--- src/rtl/uart_baud_gen.sv ---
// uart_baud_gen: fractional phase-accumulator UART timing generator producing
// oversample, mid-bit and bit-boundary ticks with runtime baud selection.
module uart_baud_gen #(
  parameter int              CLK_HZ     = 50_000_000,
  parameter int              OVERSAMPLE = 16,
  parameter int              ACC_W      = 28,
  parameter logic [8*24-1:0] BAUD_TABLE = {24'd921600, 24'd460800, 24'd230400, 24'd115200,
                                           24'd57600,  24'd38400,  24'd19200,  24'd9600}
) (
  input  logic       clk50,
  input  logic       rst_n,
  input  logic       en,
  input  logic [2:0] baud_sel,
  input  logic       restart,
  output logic       os_tick,
  output logic       mid_tick,
  output logic       bit_tick,
  output logic       cfg_err
);
  localparam int              CW   = $clog2(OVERSAMPLE);
  localparam logic [ACC_W-1:0] LIM = ACC_W'(CLK_HZ);
  localparam logic [CW-1:0]   LAST = CW'(OVERSAMPLE - 1);
  localparam logic [CW-1:0]   HALF = CW'(OVERSAMPLE / 2 - 1);
  logic [ACC_W-1:0] acc_q, acc_d, inc, sum;
  logic [CW-1:0]    os_cnt_q, os_cnt_d;
  logic [2:0]       sel_q, sel_d;
  logic [23:0]      baud;
  logic             os_q, os_d, mid_q, mid_d, bit_q, bit_d, cfg_q;
  logic             bad, run, tick;
  assign baud = BAUD_TABLE[24*sel_q +: 24];
  assign inc  = ACC_W'(32'(baud) * 32'(OVERSAMPLE));
  assign bad  = inc >= LIM;
  assign sum  = acc_q + inc;
  // a baud change costs one dead cycle in which only sel_q moves
  assign run  = en & ~restart & (baud_sel == sel_q);
  assign tick = run & (bad | (sum >= LIM));
  always_comb begin
    sel_d    = (en & ~restart) ? baud_sel : sel_q;
    acc_d    = (!run || bad) ? '0 : (tick ? sum - LIM : sum);
    os_cnt_d = !run ? '0 : (!tick ? os_cnt_q : (os_cnt_q == LAST ? '0 : os_cnt_q + 1'b1));
    os_d     = tick;
    mid_d    = tick & (os_cnt_q == HALF);
    bit_d    = tick & (os_cnt_q == LAST);
  end
  always_ff @(posedge clk50 or negedge rst_n) begin
    if (!rst_n) begin
      acc_q    <= '0;
      os_cnt_q <= '0;
      sel_q    <= '0;
      os_q     <= 1'b0;
      mid_q    <= 1'b0;
      bit_q    <= 1'b0;
      cfg_q    <= 1'b0;
    end else begin
      acc_q    <= acc_d;
      os_cnt_q <= os_cnt_d;
      sel_q    <= sel_d;
      os_q     <= os_d;
      mid_q    <= mid_d;
      bit_q    <= bit_d;
      cfg_q    <= bad;
    end
  end
  assign os_tick  = os_q;
  assign mid_tick = mid_q;
  assign bit_tick = bit_q;
  assign cfg_err  = cfg_q;
endmodule

--- config.mk ---
export PLATFORM = sky130hd
export DESIGN_NAME = uart_baud_gen
export DESIGN_NICKNAME = d
export VERILOG_FILES = /design/src/rtl/uart_baud_gen.sv
export SDC_FILE = /design/constraint.sdc
export NUM_CORES = 1
export LEC_CHECK = 0
export BUFFER_PORTS_ARGS = -buffer_cell sky130_fd_sc_hd__clkbuf_2
export CAP_MARGIN = 10
export CORE_UTILIZATION = 50
export DETAILED_ROUTE_END_ITERATION = 6
export GPL_ROUTABILITY_DRIVEN = 0
export PLACE_DENSITY = 0.7
export SETUP_SLACK_MARGIN = 0.5
export SYNTH_ARGS = -nofsm -noshare
export SYNTH_HDL_FRONTEND = slang
export SYNTH_SLANG_ARGS = --single-unit
--- constraint.sdc ---
create_clock -name clk50 -period 4.85 [get_ports clk50]
set_input_delay 0.97 -clock clk50 [delete_from_list [all_inputs] [get_ports clk50]]
set_output_delay 0.97 -clock clk50 [all_outputs]
set_load 0.05 [all_outputs]
* Yosys cells after proc, flatten, opt, wreduce, memory -nomap -nowiden
Index checks and enable logic that the tools add are counted.
** Word-level totals
- Input bits :: 7
- Output and inout bits :: 4
- Latch bits :: 0
- Memories kept :: 0
- Register bits after elaboration :: 39
- Bits in writable memories :: 0
- Memory bits (read-only) :: 0
- Word-level logic and storage cells :: 32
** Operators by class
- $lt $le $gt $ge :: 2
- Divide/modulo/power cells :: 0
- Bitwise logic cells :: 7
- Shift operators :: 1
- $add $sub $neg :: 3
- Muxes and demuxes :: 5
- Reduce and logical (&&, ||, !) cells :: 2
- Multiply operators :: 1
- Eq/ne operators :: 4
** Operator list (count)
- $shiftx 192x9->24 const A :: 1
- $ge 28x26->1 const B :: 2
- $mux 28 :: 2
- $add 28x28->28 :: 1
- $sub 28x26->28 const B :: 1
- $mux 4 :: 3
- $and 1x1->1 :: 5
- $mul 2x3->5 const A :: 1
- $add 4x1->4 const B :: 1
- $eq 4x3->1 const B :: 1
- $eq 4x4->1 const B :: 1
- $eq 3x3->1 :: 1
- $ne 2x2->1 const B :: 1
- $logic_not 1->1 :: 1
- $logic_or 1x1->1 :: 1
- $not 1->1 :: 1
- $or 1x1->1 :: 1

* Logic depth before layout (Yosys ltp)
- Depth after elaboration :: 8
- Mapped depth :: 16
- Depth with buffers taken out :: 15

* Worst setup path before layout
Ideal clock, no wire load.
- Kind :: register to register
- Start :: reg sel_q[0]
- End :: reg acc_q[14]
- Path slack :: 1.496 ns
- Setup time :: 0.120 ns
- Path buffers :: 1
- Period minus slack after synthesis :: 3.354 ns
- Data required time :: 4.730 ns
- Cell stages (with the launch flop) :: 17
- Arrival :: 3.233 ns
- Cell sequence :: dfrtp_1 -> inv_1 -> ha_1 -> nor2b_1 -> ha_1 -> inv_1 -> fa_1 -> and3b_1 -> nor2_1 -> xnor2_1 -> a41oi_1 -> o21ai_1 -> a41oi_2 -> o21ai_4 -> buf_6 -> a31oi_1 -> a41o_1
** On the way
- Longest elaborated chain between the ends :: 8
- Elaborated cells on any way between the ends :: 14
- Those cells by class :: add/sub (2); mul (1); order compare (2); eq/ne (1); shift (1); mux (2); bitwise (3); reduce/logical (2)
** Ends and longest elaborated chain
- start: declaration :: RTL line 26 : logic [2:0] sel_q, sel_d;
- start signal: assignment :: RTL line 57 : sel_q <= sel_d;
- $mul 2x3->5 :: RTL line 30 : assign baud = BAUD_TABLE[24*sel_q +: 24];
- $shiftx 192x9->24 :: RTL line 30
- $add 28x28->28 :: RTL line 33 : assign sum = acc_q + inc;
- $ge 28x26->1 :: RTL line 36 : assign tick = run & (bad | (sum >= LIM));
- $or 1x1->1 :: RTL line 36
- $and 1x1->1 :: RTL line 36
- $mux 28 :: RTL line 39 : acc_d = (!run || bad) ? '0 : (tick ? sum - LIM : sum);
- $mux 28 * :: RTL line 39
- named net acc_d[14] :: RTL line 24 : logic [ACC_W-1:0] acc_q, acc_d, inc, sum;
- end signal: assignment :: RTL line 47 : acc_q <= '0;
- end signal: assignment :: RTL line 55 : acc_q <= acc_d;
- end: declaration :: RTL line 24
Mark *: on every way through the listed nets, which the timed path passes. The rest lies on a longest branch.
A chain may end at the register's enable or synchronous reset.

* Worst setup path in the final report
- Start :: reg sel_q[1]
- End :: reg acc_q[18]
Same word-level chain as after synthesis.

==> impl_results.md <==
* HPWL after DPL at 4.439 mm
* Sink Count at 31
* Final Max Tran Viols at 0
* Power Dens Cells at 242.2 nW/um^2
* DR WL/cell at 15.18 microns
* Maximum clock rate at 251.4 MHz
* Largest net degree at the start of global routing at 32
* Crit Path Class: flop to flop
* Final period util at 82.02%
* CP delay by family, top: compound AO/OA/AOI/OAI gates
* Outcome: finished, final reports clean
* RR Endpoint: acc_q[18]$_DFF_PN0_
* Setup TNS at 0 ns
* Die footprint at 5845 sq um
* DP Area at 2836 sq um
* XOR/XNOR Fraction of Synth Area at 5.372%
* Fin. Hold Viols at 0
* Seq. cell area at 775.7 sq um
* Mapped Cells at 320
* Area contributors post-synth: dfrtp_1 (28%), ha_1 (11%), nor2_1 (4.2%)
* Post-synth top flop: dfrtp_1
* Syn avg cell area at 8.661 sq um
* RSZ-0062 raised after global routing: false
* Num CTS Buffers at 5
* Critical Path Sink: acc_q[18]$_DFF_PN0_
* Cell leakage power at 1.379 nW
* CTS clk-pin slew, worst paths at 0.07 ns
* CP max FO at 17
* Largest family of logic cells by synthesized area: compound AO/OA/AOI/OAI gates
* First-pass GRT wire length at 10.71 mm
* Total Wirelength at 6.042 mm
* FP Rows at 26
* Layout Area Growth over Synthesis at 6.275%
* Seq/Total Area, Yosys at 27.99%
* DRT Pass-1 Iters at 5
* FF-to-FF setup slack at 0.87 ns
* CTS tree: done
* Starting DRT DRC Count at 142
* #FFs+latches synth at 31
* Dpl cells at 388
* Mapped Nets at 352
* Clk_lat worst skew at 0.29 ns
* WP data required at 5.04 ns
* Vias in the first global route at 2,209
* Final hold slack at 0.5464 ns
* CP Capture Type: flop
* Bufs and invs on worst path at 2
* Post-synth EDFFs at 0
* Cell Chain, Critical Path: inv_1, ha_1, mux2_2, ha_1, nor2_1, or3b_1, and2_1, a311oi_2, o21ai_1, a41oi_2, o21ai_4, buf_4, o21ai_1, mux2i_1
* Multiplexer area fraction after synthesis at 3.025%
* Yosys top cell area share at 27.99%
* Reg2reg path depth at 14
* Library cells used by synthesis at 62
* DRT antenna net count at 0
* Root Buffer: clkbuf_8
* Origin of the critical flop-to-flop path: sel_q[1]$_DFFE_PN0P_
* Input/output buffers at 9
* Overall die width at 76.45 microns
* # fillers at 476
* Worst Setup SP: sel_q[1]$_DFFE_PN0P_
* Compound-Gate Fraction of Synth Area at 23.93%
* Tmin final at 3.978 ns
* Worst hold path type: flop to flop
* Total GRT Usage at 22.88%
* Ant. Diodes at 0
* Slowest-stage cell, CP: dfrtp_1
* Max H-tree Level at 2
* Final setup skew at 0.009983 ns
* Post-Syn Area at 2771 sq um
* Grt ovf at 0
* I/O Pins at 11
* Slew HR at 45.89%
* Initial core utilization at 52.91%
* Vias per cell at 5.839
* Peak per-stage delay on the critical path at 0.49 ns
* Total Nets Final at 359
* Critical Path AT at 4.17 ns
* Worst vdd ir at 0.1641 mV
* Design area at 2945 sq um
* Initial antenna violation count at 0
* Clock buffer depth at 2
* Non-Filler Instances at 398
* Setup violators final at 0
* Dominant cell type by area after synthesis: dfrtp_1
* Core area at 5238 sq um
* Worst-Margin Slew at 0.8117 ns
* Die Ht at 76.45 microns
* Yosys warns at 0
* Critical path startpoint category: flop
* DRC at 0
* Multi-input gate area in the final layout at 1873 sq um
* Synth Area in Adders at 11.56%
* Util after Layout at 56.24%
* Maxcap violations at 0
* Via count at 2,324
* Asr flop ratio synth at 100.0%
* Ratio of cells with drive above 1 in the final layout at 13.72%
* Crit path depth at 14
* Simple-Gate Fraction of Synth Area at 23.12%
## where the power goes
group / leakage [nW] / switching, mW / internal [mW]
clock: 0.0422 / 0.0995 / 0.101
sequential: 0.427 / 0.0105 / 0.264
combinational: 0.910 / 0.148 / 0.0908
## what timing repair did
item	CTS	global route
hold buffers	0	0
setup buffers	0	2
gates resized for setup	0	3
endpoints found under the setup margin	0	8
## worst reg2reg max path, stage by stage (launching register included)
cell,delay [ns]
dfrtp_1,0.49
inv_1,0.14
ha_1,0.21
mux2_2,0.27
ha_1,0.39
nor2_1,0.09
or3b_1,0.40
and2_1,0.17
a311oi_2,0.44
o21ai_1,0.21
a41oi_2,0.32
o21ai_4,0.14
buf_4,0.22
o21ai_1,0.11
mux2i_1,0.27
## cell type report
| cell class | count | area share, % |
|---|---|---|
| well taps | 70 | 2.974 |
| clock buffers | 7 | 2.591 |
| clock inverters | 1 | 0.1699 |
| flip-flops and latches | 31 | 26.34 |
| multi-input cells | 263 | 63.59 |
| inverters | 12 | 1.529 |
| repair buffers | 14 | 2.804 |
## worst min-delay path by stage
stage                                  startpoint                 endpoint  slack [ns]  cells past startpoint
final                     os_cnt_q[3]$_DFFE_PN0P_       mid_tick$_DFF_PN0_        0.55                      1
after global routing      os_cnt_q[3]$_DFFE_PN0P_       mid_tick$_DFF_PN0_        0.57                      1
after CTS                 os_cnt_q[3]$_DFFE_PN0P_       mid_tick$_DFF_PN0_        0.55                      1
after detailed placement  os_cnt_q[1]$_DFFE_PN0P_  os_cnt_q[1]$_DFFE_PN0P_        0.55                      2
after global placement    os_cnt_q[3]$_DFFE_PN0P_       mid_tick$_DFF_PN0_        0.53                      1
after floorplan           os_cnt_q[3]$_DFFE_PN0P_       mid_tick$_DFF_PN0_        0.49                      1
## metrics by stage
step	worst slack (ns)	total power [mW]
6_report	0.8719	0.7132
5_1_grt	0.5012	0.7634
4_1_cts	0.7984	0.7093
3_5_place_dp	0.8466	0.5064
3_3_place_gp	0.9639	0.5022
2_1_floorplan	1.496	0.4571
## synth_stat cells, drive strengths merged, types with 8 or more instances
master  number
nor2        32
xnor2       12
a21o         9
nand4        8
a21oi       19
nand3       12
and2         8
inv         12
buf          8
o21ai       12
dfrtp       31
nand2       29
ha          24
## layout by cell type, fill, tap and decap left out, types with 3 or more instances in the layout
cell       instances
o21ai_0            7
clkbuf_8           5
a21o_1             9
nand3_1           12
nor2_1            31
a31oi_1            7
and3_1             7
clkbuf_2           9
ha_1              24
and2_1             7
o2111ai_1          3
a211o_1            3
nor3_1             4
nor2b_1            5
o21a_1             3
buf_4              5
nand2_1           29
nand2b_1           3
a31o_2             7
a41o_1             3
mux2_2             3
o21ai_1            3
dfrtp_1           31
a21oi_1           19
mux2i_1            5
xor2_1             5
xnor2_1           11
inv_1             12
nand4_1            8
## state kept, by name, summed over array words and instances (netlist names)
| register | flops |
|---|---|
| acc_q | 21 |
| os_cnt_q | 4 |
| sel_q | 3 |
| bit_tick | 1 |
| mid_tick | 1 |
| os_tick | 1 |
## cell families after synthesis
logic type	Yosys count
adders and majority gates	25
AOI/OAI and AO/OA	87
other	1
buffers and inverters	26
and+or+nand+nor	125
muxes	8
xor gates and xnor gates	17
DFF	31
## routing by layer
metal | global-route usage [%] | up-vias | wire length, microns
met4 | 6.923 | 0 | 65
met1 | 33.76 | 1078 | 3073
li1 | - | 1192 | -
met3 | 3.353 | 6 | 209
met2 | 34.23 | 48 | 2693
met5 | 0 | - | 0
No activity file was read; power rests on OpenSTA's default activity.
